--- src/rtl/issue_stage_n_pkg.sv ---
// Shared constants for the issue stage: class codes, the "value ready" tag,
// opcodes agreed with the decoder, and the immediate extension helper.
package issue_stage_n_pkg;

    localparam int TAG_NONE = 0;

    localparam int CLS_ALU = 0;
    localparam int CLS_MEM = 1;

    typedef enum logic [5:0] {
        OP_ADD  = 6'h00,
        OP_SUB  = 6'h01,
        OP_AND  = 6'h02,
        OP_OR   = 6'h03,
        OP_ADDI = 6'h08,
        OP_LW   = 6'h23,
        OP_SW   = 6'h2B
    } opcode_e;

    function automatic logic [31:0] ext_imm(input logic [15:0] imm, input logic zext);
        return {{16{~zext & imm[15]}}, imm};
    endfunction

endpackage

--- src/rtl/issue_stage_n_if.sv ---
// Decoder-to-issue handshake bundle.
// A transfer happens on a rising clk edge where in_valid & in_ready are both 1;
// the fields must be stable while in_valid is high, and in_ready may depend on in_valid.
interface issue_stage_n_if #(
    parameter int CLS_W = 1
);
    logic             in_valid;
    logic             in_ready;
    logic [5:0]       in_op;
    logic [CLS_W-1:0] in_cls;
    logic [4:0]       in_rs;
    logic [4:0]       in_rt;
    logic [4:0]       in_rd;
    logic [15:0]      in_imm16;
    logic             in_imm_zext;

    modport master (
        output in_valid, in_op, in_cls, in_rs, in_rt, in_rd, in_imm16, in_imm_zext,
        input  in_ready
    );

    modport slave (
        input  in_valid, in_op, in_cls, in_rs, in_rt, in_rd, in_imm16, in_imm_zext,
        output in_ready
    );
endinterface

--- src/rtl/issue_stage_n_operand_capture.sv ---
// One source operand: accept-time tag/value selection, then CDB snooping
// while the instruction waits, with the current broadcast applied on the output.
module issue_stage_n_operand_capture
    import issue_stage_n_pkg::*;
#(
    parameter int DATA_W = 32,
    parameter int TAG_W  = 5
) (
    input  logic              clk,
    input  logic              rst,
    input  logic              accept,
    input  logic              held,
    input  logic              fwd_hit,
    input  logic [TAG_W-1:0]  fwd_tag,
    input  logic [TAG_W-1:0]  label,
    input  logic [DATA_W-1:0] data,
    input  logic              cdb_valid,
    input  logic [TAG_W-1:0]  cdb_tag,
    input  logic [DATA_W-1:0] cdb_data,
    output logic [TAG_W-1:0]  tag,
    output logic [DATA_W-1:0] val
);
    logic [TAG_W-1:0]  tag_q;
    logic [DATA_W-1:0] val_q;
    logic              label_hit;
    logic              held_hit;

    assign label_hit = (label != TAG_W'(TAG_NONE)) && cdb_valid && (cdb_tag == label);
    assign held_hit  = (tag_q != TAG_W'(TAG_NONE)) && cdb_valid && (cdb_tag == tag_q);

    always_ff @(posedge clk or posedge rst) begin
        if (rst) begin
            tag_q <= '0;
            val_q <= '0;
        end else if (accept) begin
            // The instruction leaving this cycle renames the register we read,
            // so the status table is stale: wait on its new tag instead.
            if (fwd_hit) begin
                tag_q <= fwd_tag;
                val_q <= '0;
            end else if (label_hit) begin
                tag_q <= '0;
                val_q <= cdb_data;
            end else begin
                tag_q <= label;
                val_q <= data;
            end
        end else if (held && held_hit) begin
            tag_q <= '0;
            val_q <= cdb_data;
        end
    end

    assign tag = (!held || held_hit) ? '0 : tag_q;
    assign val = !held ? '0 : (held_hit ? cdb_data : val_q);

endmodule

--- src/rtl/issue_stage_n.sv ---
// One-entry issue stage between the decoder and the reservation-station classes:
// holds a decoded instruction until its class offers a tag, then dispatches and renames rd.
module issue_stage_n
    import issue_stage_n_pkg::*;
#(
    parameter int DATA_W  = 32,
    parameter int TAG_W   = 5,
    parameter int NUM_CLS = 2,
    parameter int CLS_W   = 1,
    parameter int CNT_W   = 16
) (
    input  logic                     clk,
    input  logic                     rst,
    input  logic                     flush,
    issue_stage_n_if.slave           dec,
    output logic [4:0]               readAddr1,
    output logic [4:0]               readAddr2,
    input  logic [TAG_W-1:0]         labelIn1,
    input  logic [TAG_W-1:0]         labelIn2,
    input  logic [DATA_W-1:0]        dataIn1,
    input  logic [DATA_W-1:0]        dataIn2,
    input  logic                     cdb_valid,
    input  logic [TAG_W-1:0]         cdb_tag,
    input  logic [DATA_W-1:0]        cdb_data,
    input  logic [NUM_CLS-1:0]       free_valid,
    input  logic [NUM_CLS*TAG_W-1:0] free_tag,
    output logic [NUM_CLS-1:0]       iss_valid,
    output logic [5:0]               iss_op,
    output logic [TAG_W-1:0]         iss_tag1,
    output logic [TAG_W-1:0]         iss_tag2,
    output logic [DATA_W-1:0]        iss_val1,
    output logic [DATA_W-1:0]        iss_val2,
    output logic [31:0]              iss_imm,
    output logic [TAG_W-1:0]         iss_dest,
    output logic                     rat_we,
    output logic [4:0]               rat_addr,
    output logic [TAG_W-1:0]         rat_tag,
    output logic [CNT_W-1:0]         stall_cnt
);
    // Every encodable class code gets a table slot; codes past NUM_CLS read as never free.
    localparam int CLS_SPAN = 1 << CLS_W;
    localparam logic [CLS_SPAN-1:0] LEGAL_CLS = CLS_SPAN'((1 << NUM_CLS) - 1);

    logic             held_v;
    logic [5:0]       op_q;
    logic [CLS_W-1:0] cls_q;
    logic [4:0]       rd_q;
    logic [31:0]      imm_q;
    logic [CNT_W-1:0] stall_q;

    logic [CLS_SPAN-1:0] free_ext;
    logic [TAG_W-1:0]    tag_tbl [CLS_SPAN];
    logic [TAG_W-1:0]    sel_tag;
    logic                free_ok;
    logic                fire;
    logic                ready;
    logic                accept;
    logic                fwd1;
    logic                fwd2;

    always_comb begin
        free_ext = '0;
        for (int c = 0; c < CLS_SPAN; c++) tag_tbl[c] = '0;
        for (int c = 0; c < NUM_CLS; c++) begin
            free_ext[c] = free_valid[c];
            tag_tbl[c]  = free_tag[c*TAG_W +: TAG_W];
        end
    end

    assign free_ok = free_ext[cls_q];
    assign sel_tag = tag_tbl[cls_q];
    assign fire    = held_v & free_ok & ~flush;
    assign ready   = ~flush & (~held_v | fire);
    assign accept  = dec.in_valid & ready;
    assign fwd1    = fire && (rd_q != 5'd0) && (rd_q == dec.in_rs);
    assign fwd2    = fire && (rd_q != 5'd0) && (rd_q == dec.in_rt);

    assign dec.in_ready = ready;
    assign readAddr1    = dec.in_rs;
    assign readAddr2    = dec.in_rt;

    always_ff @(posedge clk or posedge rst) begin
        if (rst) begin
            held_v  <= 1'b0;
            op_q    <= '0;
            cls_q   <= '0;
            rd_q    <= '0;
            imm_q   <= '0;
            stall_q <= '0;
        end else begin
            if (accept) begin
                held_v <= 1'b1;
                op_q   <= dec.in_op;
                cls_q  <= dec.in_cls;
                rd_q   <= dec.in_rd;
                imm_q  <= ext_imm(dec.in_imm16, dec.in_imm_zext);
            end else if (fire || flush) begin
                held_v <= 1'b0;
            end
            if (held_v && !fire && !flush && (stall_q != '1))
                stall_q <= stall_q + CNT_W'(1);
        end
    end

    issue_stage_n_operand_capture #(.DATA_W(DATA_W), .TAG_W(TAG_W)) u_src1 (
        .clk(clk), .rst(rst), .accept(accept), .held(held_v),
        .fwd_hit(fwd1), .fwd_tag(sel_tag), .label(labelIn1), .data(dataIn1),
        .cdb_valid(cdb_valid), .cdb_tag(cdb_tag), .cdb_data(cdb_data),
        .tag(iss_tag1), .val(iss_val1)
    );

    issue_stage_n_operand_capture #(.DATA_W(DATA_W), .TAG_W(TAG_W)) u_src2 (
        .clk(clk), .rst(rst), .accept(accept), .held(held_v),
        .fwd_hit(fwd2), .fwd_tag(sel_tag), .label(labelIn2), .data(dataIn2),
        .cdb_valid(cdb_valid), .cdb_tag(cdb_tag), .cdb_data(cdb_data),
        .tag(iss_tag2), .val(iss_val2)
    );

    always_comb begin
        iss_valid = '0;
        for (int c = 0; c < NUM_CLS; c++)
            iss_valid[c] = fire && (cls_q == CLS_W'(c));
    end

    assign iss_op    = held_v ? op_q : '0;
    assign iss_imm   = held_v ? imm_q : '0;
    assign iss_dest  = fire ? sel_tag : '0;
    assign rat_we    = fire && (rd_q != 5'd0);
    assign rat_addr  = held_v ? rd_q : '0;
    assign rat_tag   = fire ? sel_tag : '0;
    assign stall_cnt = stall_q;

    a_onehot_issue: assert property (@(posedge clk) disable iff (rst) $onehot0(iss_valid));
    a_legal_issue:  assert property (@(posedge clk) disable iff (rst) fire |-> LEGAL_CLS[cls_q]);
    c_illegal_cls:  cover property (@(posedge clk) disable iff (rst) accept && !LEGAL_CLS[dec.in_cls]);

endmodule

--- src/flat_wrapper.sv ---
// flat-port wrapper written by rule: the top's interface ports become plain ports
module issue_stage_n_flat import issue_stage_n_pkg::*;
#(
    parameter int DATA_W  = 32,
    parameter int TAG_W   = 5,
    parameter int NUM_CLS = 2,
    parameter int CLS_W   = 1,
    parameter int CNT_W   = 16
)
  (clk, rst, flush, readAddr1, readAddr2, labelIn1, labelIn2, dataIn1, dataIn2, cdb_valid, cdb_tag, cdb_data, free_valid, free_tag, iss_valid, iss_op, iss_tag1, iss_tag2, iss_val1, iss_val2, iss_imm, iss_dest, rat_we, rat_addr, rat_tag, stall_cnt, dec_in_valid, dec_in_op, dec_in_cls, dec_in_rs, dec_in_rt, dec_in_rd, dec_in_imm16, dec_in_imm_zext, dec_in_ready);
  issue_stage_n_if #(.CLS_W(CLS_W)) dec_i ();
  input  logic clk;
  input  logic rst;
  input  logic flush;
  output logic [4:0] readAddr1;
  output logic [4:0] readAddr2;
  input  logic [TAG_W-1:0] labelIn1;
  input  logic [TAG_W-1:0] labelIn2;
  input  logic [DATA_W-1:0] dataIn1;
  input  logic [DATA_W-1:0] dataIn2;
  input  logic cdb_valid;
  input  logic [TAG_W-1:0] cdb_tag;
  input  logic [DATA_W-1:0] cdb_data;
  input  logic [NUM_CLS-1:0] free_valid;
  input  logic [NUM_CLS*TAG_W-1:0] free_tag;
  output logic [NUM_CLS-1:0] iss_valid;
  output logic [5:0] iss_op;
  output logic [TAG_W-1:0] iss_tag1;
  output logic [TAG_W-1:0] iss_tag2;
  output logic [DATA_W-1:0] iss_val1;
  output logic [DATA_W-1:0] iss_val2;
  output logic [31:0] iss_imm;
  output logic [TAG_W-1:0] iss_dest;
  output logic rat_we;
  output logic [4:0] rat_addr;
  output logic [TAG_W-1:0] rat_tag;
  output logic [CNT_W-1:0] stall_cnt;
  input wire logic [$bits(dec_i.in_valid)-1:0] dec_in_valid;
  input wire logic [$bits(dec_i.in_op)-1:0] dec_in_op;
  input wire logic [$bits(dec_i.in_cls)-1:0] dec_in_cls;
  input wire logic [$bits(dec_i.in_rs)-1:0] dec_in_rs;
  input wire logic [$bits(dec_i.in_rt)-1:0] dec_in_rt;
  input wire logic [$bits(dec_i.in_rd)-1:0] dec_in_rd;
  input wire logic [$bits(dec_i.in_imm16)-1:0] dec_in_imm16;
  input wire logic [$bits(dec_i.in_imm_zext)-1:0] dec_in_imm_zext;
  output wire logic [$bits(dec_i.in_ready)-1:0] dec_in_ready;
  assign dec_i.in_valid = dec_in_valid;
  assign dec_i.in_op = dec_in_op;
  assign dec_i.in_cls = dec_in_cls;
  assign dec_i.in_rs = dec_in_rs;
  assign dec_i.in_rt = dec_in_rt;
  assign dec_i.in_rd = dec_in_rd;
  assign dec_i.in_imm16 = dec_in_imm16;
  assign dec_i.in_imm_zext = dec_in_imm_zext;
  assign dec_in_ready = dec_i.in_ready;
  issue_stage_n #(.DATA_W(DATA_W), .TAG_W(TAG_W), .NUM_CLS(NUM_CLS), .CLS_W(CLS_W), .CNT_W(CNT_W)) u_core (.clk(clk), .rst(rst), .flush(flush), .dec(dec_i), .readAddr1(readAddr1), .readAddr2(readAddr2), .labelIn1(labelIn1), .labelIn2(labelIn2), .dataIn1(dataIn1), .dataIn2(dataIn2), .cdb_valid(cdb_valid), .cdb_tag(cdb_tag), .cdb_data(cdb_data), .free_valid(free_valid), .free_tag(free_tag), .iss_valid(iss_valid), .iss_op(iss_op), .iss_tag1(iss_tag1), .iss_tag2(iss_tag2), .iss_val1(iss_val1), .iss_val2(iss_val2), .iss_imm(iss_imm), .iss_dest(iss_dest), .rat_we(rat_we), .rat_addr(rat_addr), .rat_tag(rat_tag), .stall_cnt(stall_cnt));
endmodule
--- config.mk ---
export PLATFORM = sky130hd
export DESIGN_NAME = issue_stage_n_flat
export DESIGN_NICKNAME = d
export VERILOG_FILES = /design/src/rtl/issue_stage_n_pkg.sv /design/src/rtl/issue_stage_n_if.sv /design/src/rtl/issue_stage_n_operand_capture.sv /design/src/rtl/issue_stage_n.sv /design/src/flat_wrapper.sv
export SDC_FILE = /design/constraint.sdc
export NUM_CORES = 1
export LEC_CHECK = 0
export CORE_UTILIZATION = 45
export CTS_CLUSTER_DIAMETER = 80
export DETAILED_ROUTE_END_ITERATION = 10
export PLACE_DENSITY_LB_ADDON = 0.1
export SYNTH_ARGS = -nofsm -noshare
export SYNTH_HDL_FRONTEND = slang
export SYNTH_SLANG_ARGS = --single-unit
--- constraint.sdc ---
create_clock -name clk -period 5.5 [get_ports clk]
set_input_delay 0.55 -clock clk [delete_from_list [all_inputs] [get_ports clk]]
set_output_delay 0.55 -clock clk [all_outputs]
set_load 0.05 [all_outputs]
Word level (Yosys, flattened, before mapping)
Cells that the tools add are included.

Register bits after elaboration: 120. Bits in latches: 0. Memory bits (writable): 0. ROM bits: 0. Input port bits: 167. Logic and storage cells: 96. Memories: 0.

$add $sub $neg: 1. $mul: 0. Divide/modulo/power cells: 0. Order comparisons: 2. Eq/ne operators: 7. Shifts and indexed selects: 0. Mux-type cells: 33. Bitwise operators: 11. Reduce and logical (&&, ||, !) cells: 32.

Operator list (count): 2-to-1 mux 32 bit (13); 2-to-1 mux 5 bit (15); == test 5 bit (6); nonzero test 5 bit (5); logical AND 1 bit (18); adder 16 x 1 -> 16 bit (second input constant) (1); != test 16 bit (second input constant) (1); 2-to-1 mux 6 bit (1); nonzero test 2 bit (3); AND 1 bit (5); 2-to-1 mux 1 bit (4); NOT 1 bit (4); zero test 1 bit (3); logical OR 1 bit (3); >= comparator 2 bit (second input constant) (1); < comparator 1 x 2 -> 1 bit (second input constant) (1); NOT 1 -> 2 bit (1); OR 1 bit (1).

Longest topological paths before layout
Gate-level depths: netlist of run 1.

Word-level depth: 8. Mapped depth: 8.

Cells and area by module
A second synthesis of run 1 with hierarchy kept.

Cells, all modules: 782. Area, all modules: 7415.9 um2.

By module, submodules not included: issue_stage_n_operand_capture (instances 2, cells an instance 273, area an instance 2396.0 um2, seq. area each 925.9 um2); issue_stage_n (instances 1, cells an instance 236, area an instance 2623.8 um2, seq. area each 1151.1 um2).

Worst setup path before layout of run 1
OpenSTA, ideal clock, no wires.

Path type: input -> output. Start point: in cdb_tag[1]. End point: out iss_val1[11]. Arrival time: 2.676 ns. Data required time: 4.950 ns. Slack: 2.274 ns. Stages on the path: 8. Cells stage by stage: buf_2 > or4_4 > o211ai_4 > or2_1 > buf_4 > buf_6 > nand2_1 > a21oi_1.

Longest elaborated chain between the ends: 4.

Ends and longest elaborated chain: from (decl) (RTL line flat_wrapper.sv:22) `input logic [TAG_W-1:0] cdb_tag;`; == test 5 bit (RTL line issue_stage_n_operand_capture.sv:29) `assign held_hit = (tag_q != TAG_W'(TAG_NONE)) && cdb_valid && (cdb_tag == tag_q);`; logical AND 1 bit (RTL line issue_stage_n_operand_capture.sv:29); 2-to-1 mux 32 bit (2 in a row) (RTL line issue_stage_n_operand_capture.sv:55) `assign val = !held ? '0 : (held_hit ? cdb_data : val_q);`; to (decl) (RTL line flat_wrapper.sv:30) `output logic [DATA_W-1:0] iss_val1;`.

No other way between the ends.

Worst setup path after layout of run 1
Start point: in cdb_tag[1]. End point: out iss_val1[18].

Same word-level chain as after synthesis.

==> impl_metrics.yaml, run 1 <==
outcome:
  status: "finished, final reports clean"
setup_path:
  critPathLaunchType: "primary input"
  cp-end-kind: "primary output"
  worstSetupPathType: "in -> out"
  required_ns: 4.95
  path_max_fanout: 32
  arrival_ns: 3.75
synth:
  ys_async_sr_fraction: 1.00
  ys_seq_area_frac: 0.389
  mappedNetlistNets: 1047
  synth_edf_count: 0
  synth_top_area_cell: "dfrtp_1"
  synth_warnings: 0
  synth_cell_types: 65
  synth_area_leaders: "dfrtp_1, nand2_1, mux2i_1"
  dominantRegCellSynth: "dfrtp_1"
  avgSynthCellArea_um2: 8.77
  ys_seq_elements: 120
  netlist_area_um2: 7710
  synthCells: 879
  yosys.area.top_type_share: 0.389
clock_tree:
  cts_tree: "yes"
  postCtsHoldBufs: 0
  cts_root_buf: "clkbuf_16"
  post_cts_buffers: 0
  cts.clk_slew.worst_paths_ns: 0.06
  h-tree-depth: 4
  post_cts_resized: 0
  clock_path_buffers: 2
  cts_sinks: 120
  clk_latency_ns: 0.43
  numCtsBuffers: 17
drt:
  wl_per_cell_um: 19.9
  via_per_inst: 5.61
  totalWireLength_um: 27300
  ant_nets: 0
  drc_errors: 0
  vias: 7680
  drt_first_pass_iters: 5
  first_iter_violations: 460
timing:
  finalClockSkew_ns: 0.0101
  setup_viol: 0
  grt_setup_unrepaired: "false"
  timing.fmax_ghz: 0.232
  hold_viol_final: 0
  final.min_clock_period_ns: 4.30
  worst_pin_slew_ns: 1.14
  tns_ns: 0
  finalCritPeriodShare: 0.782
  slew_violations: 0
  relSlewSlack: 0.241
global_routing:
  grt_max_degree: 70
  grt_overflow: 0
  globalRouteTotalUtil: 0.311
  grt_pass1_vias: 7596
  antenna_found_initial: 0
  grt_pass1_wl_um: 42300
die:
  die_w_um: 133
  die_h_um: 133
  coreArea_um2: 16600
  initial_core_util: 0.463
  dieArea_um2: 17700
  ioPinCount: 324
  rows: 47
layout:
  nNetsFinal: 1306
  diodes: 0
  postLayoutCoreUtil: 0.685
  drive_above_1_share: 0.0574
  fill_cells: 1406
  area_delta_synth_final_pct: 48.0
job:
  drv_cap: 0
power:
  cellLeakagePower_nw: 4.65
  finalPower_w: 0.00361
  p_per_area_nw_per_um2: 316
  irDropWorstVdd_mv: 0.218
placed_design:
  hpwl_um: 18900
  io_buffers: 323
  place_congestion: 0.841
worst_hold_path:
  hp-class: "in -> async"
-- cells by family after synthesis --
group	share of synthesized area
simple gates	0.220
compound gates	0.208
fa+ha+maj	0.00162
mux	0.0463
xor+xnor	0.0466
buf+inv	0.0878
flops	0.389
-- placed cells by master (no fill, tap or decap), drive strengths merged, types with 4 or more instances in the layout --
| cell | instances |
|---|---|
| a21oi | 37 |
| a221o | 8 |
| a22o | 32 |
| a32oi | 16 |
| and2 | 36 |
| and3 | 17 |
| buf | 11 |
| bufinv | 5 |
| clkbuf | 19 |
| clkdlybuf4s50 | 323 |
| clkinv | 4 |
| dfrtp | 120 |
| inv | 26 |
| mux2i | 31 |
| nand2 | 160 |
| nand2b | 35 |
| nand3 | 14 |
| nand4 | 12 |
| nor2 | 48 |
| nor3 | 6 |
| nor4 | 9 |
| o2111a | 20 |
| o21ai | 44 |
| o22ai | 27 |
| o311ai | 4 |
| o31ai | 8 |
| xnor2 | 25 |
| xor2 | 16 |
-- Yosys cell counts (3+ instances only) --
master,n
o31ai_1,7
nand2_1,160
o311a_1,3
nor2_1,48
buf_2,24
nor4_1,7
nand4_1,12
dfrtp_1,120
and4_1,3
mux2_2,3
clkbuf_1,24
o22ai_1,27
mux2i_1,30
o311ai_0,4
nand2b_1,35
a32oi_1,16
o2111a_1,20
and2_1,36
o21ai_0,14
a22o_1,32
and3_1,17
buf_6,8
a221o_1,8
xnor2_1,25
o21ai_1,30
xor2_1,16
a21oi_1,34
inv_1,25
nor3_1,5
buf_4,34
nand3_1,12
-- worst max-delay path, stage by stage --
cell and delay [ns]:
clkdlybuf4s50_1 0.56, or4_4 0.61, o211ai_4 0.27, or2_1 0.24
buf_4 0.37, nand2_1 0.10, a21oi_1 0.17, clkdlybuf4s50_1 0.84
-- registers in the layout (all words and copies together) (netlist names) --
name	flops
u_core.u_src1.tag_q	5
u_core.u_src2.val_q	32
u_core.u_src1.val_q	32
u_core.cls_q	1
u_core.u_src2.tag_q	5
u_core.stall_cnt	16
u_core.rd_q	5
u_core.held_v	1
u_core.imm_q	17
u_core.op_q	6
-- per-stage QoR --
| stage | instances | setup slack [ns] | hold slack [ns] | area [um^2] |
|---|---|---|---|---|
| 2_1_floorplan | 879 | 1.76 | 0.431 | 7710 |
| 3_3_place_gp | 1339 | 1.20 | 0.447 | 10800 |
| 3_5_place_dp | 1339 | 1.22 | 0.448 | 10800 |
| 4_1_cts | 1370 | 1.21 | 0.395 | 11400 |
| 5_1_grt | 1370 | 1.05 | 0.415 | 11400 |
| 6_report | 1370 | 1.20 | 0.397 | 11400 |
-- per-layer routing --
metal	routed length, um	track usage	share of wire	vias to the layer above
li1	-	-	-	3597
met1	11000	0.388	0.40	3666
met2	13000	0.501	0.48	371
met3	2530	0.0950	0.093	46
met4	771	0.123	0.028	0
met5	0	0	0	-
-- where the power goes --
group          switching, W  internal, W  leakage [nW]
registers          0.000118      0.00103          1.45
logic              0.000742     0.000485          2.90
clock network      0.000415     0.000811         0.305
-- final timing paths --
| check | start | endpoint | slack, ns | cells past startpoint |
|---|---|---|---|---|
| max reg2reg | u_core.cls_q$_DFFE_PP0N_ | u_core.u_src2.val_q[4]$_DFFE_PP0P_ | 2.47 | 5 |
| max in group asynchronous | rst | u_core.stall_cnt[5]$_DFFE_PP0P_ | 3.96 | 3 |
| max | cdb_tag[1] | iss_val1[18] | 1.20 | 8 |
| min reg2reg | u_core.imm_q[16]$_DFFE_PP0N_ | u_core.imm_q[16]$_DFFE_PP0N_ | 0.46 | 2 |
| min | rst | u_core.u_src1.val_q[4]$_DFFE_PP0P_ | 0.40 | 2 |
| min in group clk | u_core.imm_q[16]$_DFFE_PP0N_ | u_core.imm_q[16]$_DFFE_PP0N_ | 0.46 | 2 |
-- layout make-up --
type | instances | area (um^2) | area share
inverters | 26 | 100 | 0.00877
multi-input cells | 639 | 4070 | 0.357
clock inverters | 12 | 200 | 0.0175
well taps | 220 | 275 | 0.0241
clock buffers | 19 | 443 | 0.0388
flip-flops and latches | 120 | 3000 | 0.263
repair buffers | 334 | 3320 | 0.291
(Power assumes the default switching activity.)
==> run 2: changes to the inputs <==
- CORE_UTILIZATION: 45 -> 44
- clock period: 5.5 -> 4 ns (I/O delays scaled with it)
==> run 2 against run 1 <==
Compared with the run above:
- core utilization is 1.9 points higher
- combinational power is 54% higher
- global-route usage is 0.26 points higher
- die area is 2.2% higher
- worst hold slack better by 0.065 ns
- critical path type unchanged
- non-clock buffer count is 5 higher
- routed wire length is 3.7% higher
- via count is 2.2% higher
- clock skew is 0.0021 ns lower
- first-iteration DRC count is 0.22% lower
- register-to-register slack worse by 1.7 ns
==> impl_metrics.yaml, run 2 (synthesis results as in run 1) <==
timing:
  final.min_clock_period_ns: 3.45
  relSlewSlack: 0.331
  setup_viol: 0
  tns_ns: 0
  hold_viol_final: 0
  worst_pin_slew_ns: 1.00
  slew_violations: 0
  grt_setup_unrepaired: "false"
  timing.fmax_ghz: 0.290
  finalClockSkew_ns: 0.00793
  finalCritPeriodShare: 0.862
  setup_slack_ns: 0.551
drt:
  totalWireLength_um: 28300
  drc_errors: 0
  wl_per_cell_um: 20.5
  ant_nets: 0
  vias: 7849
  drt_first_pass_iters: 4
  via_per_inst: 5.68
  first_iter_violations: 459
setup_path:
  crit_cells: 8
  path_cells: "clkdlybuf4s50_1 > or4_4 > o211ai_4 > or2_1 > buf_4 > nand2_1 > a21oi_1 > buf_12"
  worstReg2RegStart: "u_core.held_v$_DFFE_PP0P_"
  path_max_fanout: 23
  cp-end-kind: "primary output"
  critPathTopFamily: "buffers and inverters"
  required_ns: 3.60
  path_buf_inv: 3
  r2r_end: "u_core.u_src1.val_q[14]$_DFFE_PP0P_"
  arrival_ns: 3.05
  cpPeakStageDelay_ns: 0.62
  worst_r2r_path_depth: 6
  critPathLaunchType: "primary input"
  worstSetupPathType: "in -> out"
  r2r_slack_ns: 0.74
  cp_slowest_cell: "or4_4"
placed_design:
  placed_area_um2: 11500
  hpwl_um: 19500
  io_buffers: 323
  place_congestion: 0.854
  preCtsSetupSlack_ns: 0.612
power:
  cellLeakagePower_nw: 4.99
  irDropWorstVdd_mv: 0.299
  finalPower_w: 0.00499
  p_per_area_nw_per_um2: 412
worst_hold_path:
  hp-start: "u_core.imm_q[16]$_DFFE_PP0N_"
  hold-path-cell-count: 2
  hold_path_end: "u_core.imm_q[16]$_DFFE_PP0N_"
  hp-class: "reg -> reg"
die:
  rows: 48
  coreArea_um2: 17200
  dieArea_um2: 18100
  die_w_um: 134
  ioPinCount: 324
  die_h_um: 134
  initial_core_util: 0.449
outcome:
  status: "finished, final reports clean"
layout:
  reg_top3: "u_core.u_src1.val_q: 32 flops, u_core.u_src2.val_q: 32 flops, u_core.imm_q: 17 flops"
  fin_area_um2: 12100
  drive_above_1_share: 0.121
  final_cell_mix: "clkdlybuf4s50_1, nand2_1, dfrtp_1"
  layout_commonest_cell: "clkdlybuf4s50_1"
  multiInputGateArea_um2: 4070
  diodes: 0
  fill_cells: 1351
  nNetsFinal: 1311
  regArea_um2: 3000
  area_delta_synth_final_pct: 56.9
global_routing:
  antenna_found_initial: 0
  grt_pass1_wl_um: 43300
  globalRouteTotalUtil: 0.314
  grt_overflow: 0
  grt_pass1_vias: 7644
  grt_max_degree: 70
clock_tree:
  postCtsHoldBufs: 0
  h-tree-depth: 4
  cts_tree: "yes"
  post_cts_resized: 0
  numCtsBuffers: 17
  clock_path_buffers: 2
  clk_latency_ns: 0.42
  cts_root_buf: "clkbuf_16"
  post_cts_buffers: 0
  cts_sinks: 120
  cts.clk_slew.worst_paths_ns: 0.06
job:
  drv_cap: 0
[run 2: changes by cell type in the layout (fill, tap and decap cells not counted)]
cell	change
buf_12	+71
buf_4	+3
bufinv_16	-3
clkbuf_1	+1
clkdlybuf4s50_1	-69
clkinv_2	+2
clkinv_4	-2
clkinvlp_4	+2
inv_6	+1
[run 2: final cells by class]
type	count	area share
Timing Repair Buffer	339	0.336
Multi-Input combinational cell	639	0.336
Clock inverter	12	0.0104
Tap cell	225	0.0233
Inverter	26	0.00827
Sequential cell	120	0.248
Clock buffer	20	0.0369
[run 2: worst max-delay path by stage]
| stage | from | to | slack, ns |
|---|---|---|---|
| global route | cdb_tag[4] | iss_tag2[2] | 0.46 |
| detailed placement | cdb_tag[1] | iss_val1[14] | 0.61 |
| floorplan | rst | u_core.cls_q$_DFFE_PP0N_ | 0.41 |
| CTS | cdb_tag[1] | iss_val1[14] | 0.59 |
| global placement | cdb_tag[4] | iss_tag2[2] | 0.65 |
| finish | cdb_tag[1] | iss_val1[14] | 0.55 |
[run 2: report_power, final]
| part | leakage [nW] | switching, W | internal, W |
|---|---|---|---|
| Clock | 0.268 | 0.000572 | 0.000929 |
| Sequential | 1.45 | 0.000166 | 0.00142 |
| Combinational | 3.27 | 0.00107 | 0.000830 |
| Total | 4.99 | 0.00181 | 0.00318 |
[run 2: through the flow]
| stage | utilization | hold slack [ns] | cells |
|---|---|---|---|
| 6_report | 0.704 | 0.462 | 1381 |
| 5_1_grt | 0.704 | 0.478 | 1381 |
| 4_1_cts | 0.704 | 0.462 | 1381 |
| 3_5_place_dp | 0.671 | 0.449 | 1349 |
| 3_3_place_gp | 0.671 | 0.444 | 1349 |
| 2_1_floorplan | - | 0.431 | 879 |
[run 2: layer usage]
metal  vias up  track usage  routed length, um
met1      3822        0.382              11100
met5         -            0                  0
li1       3602            -                  -
met4         0        0.103                503
met3        36       0.0907               2560
met2       389        0.531              14100
[run 2: worst min-delay path, delay by kind of cell, from the launching register on]
family / cells / cell delay, ns
flops: 1 / 0.34
simple gates: 2 / 0.10
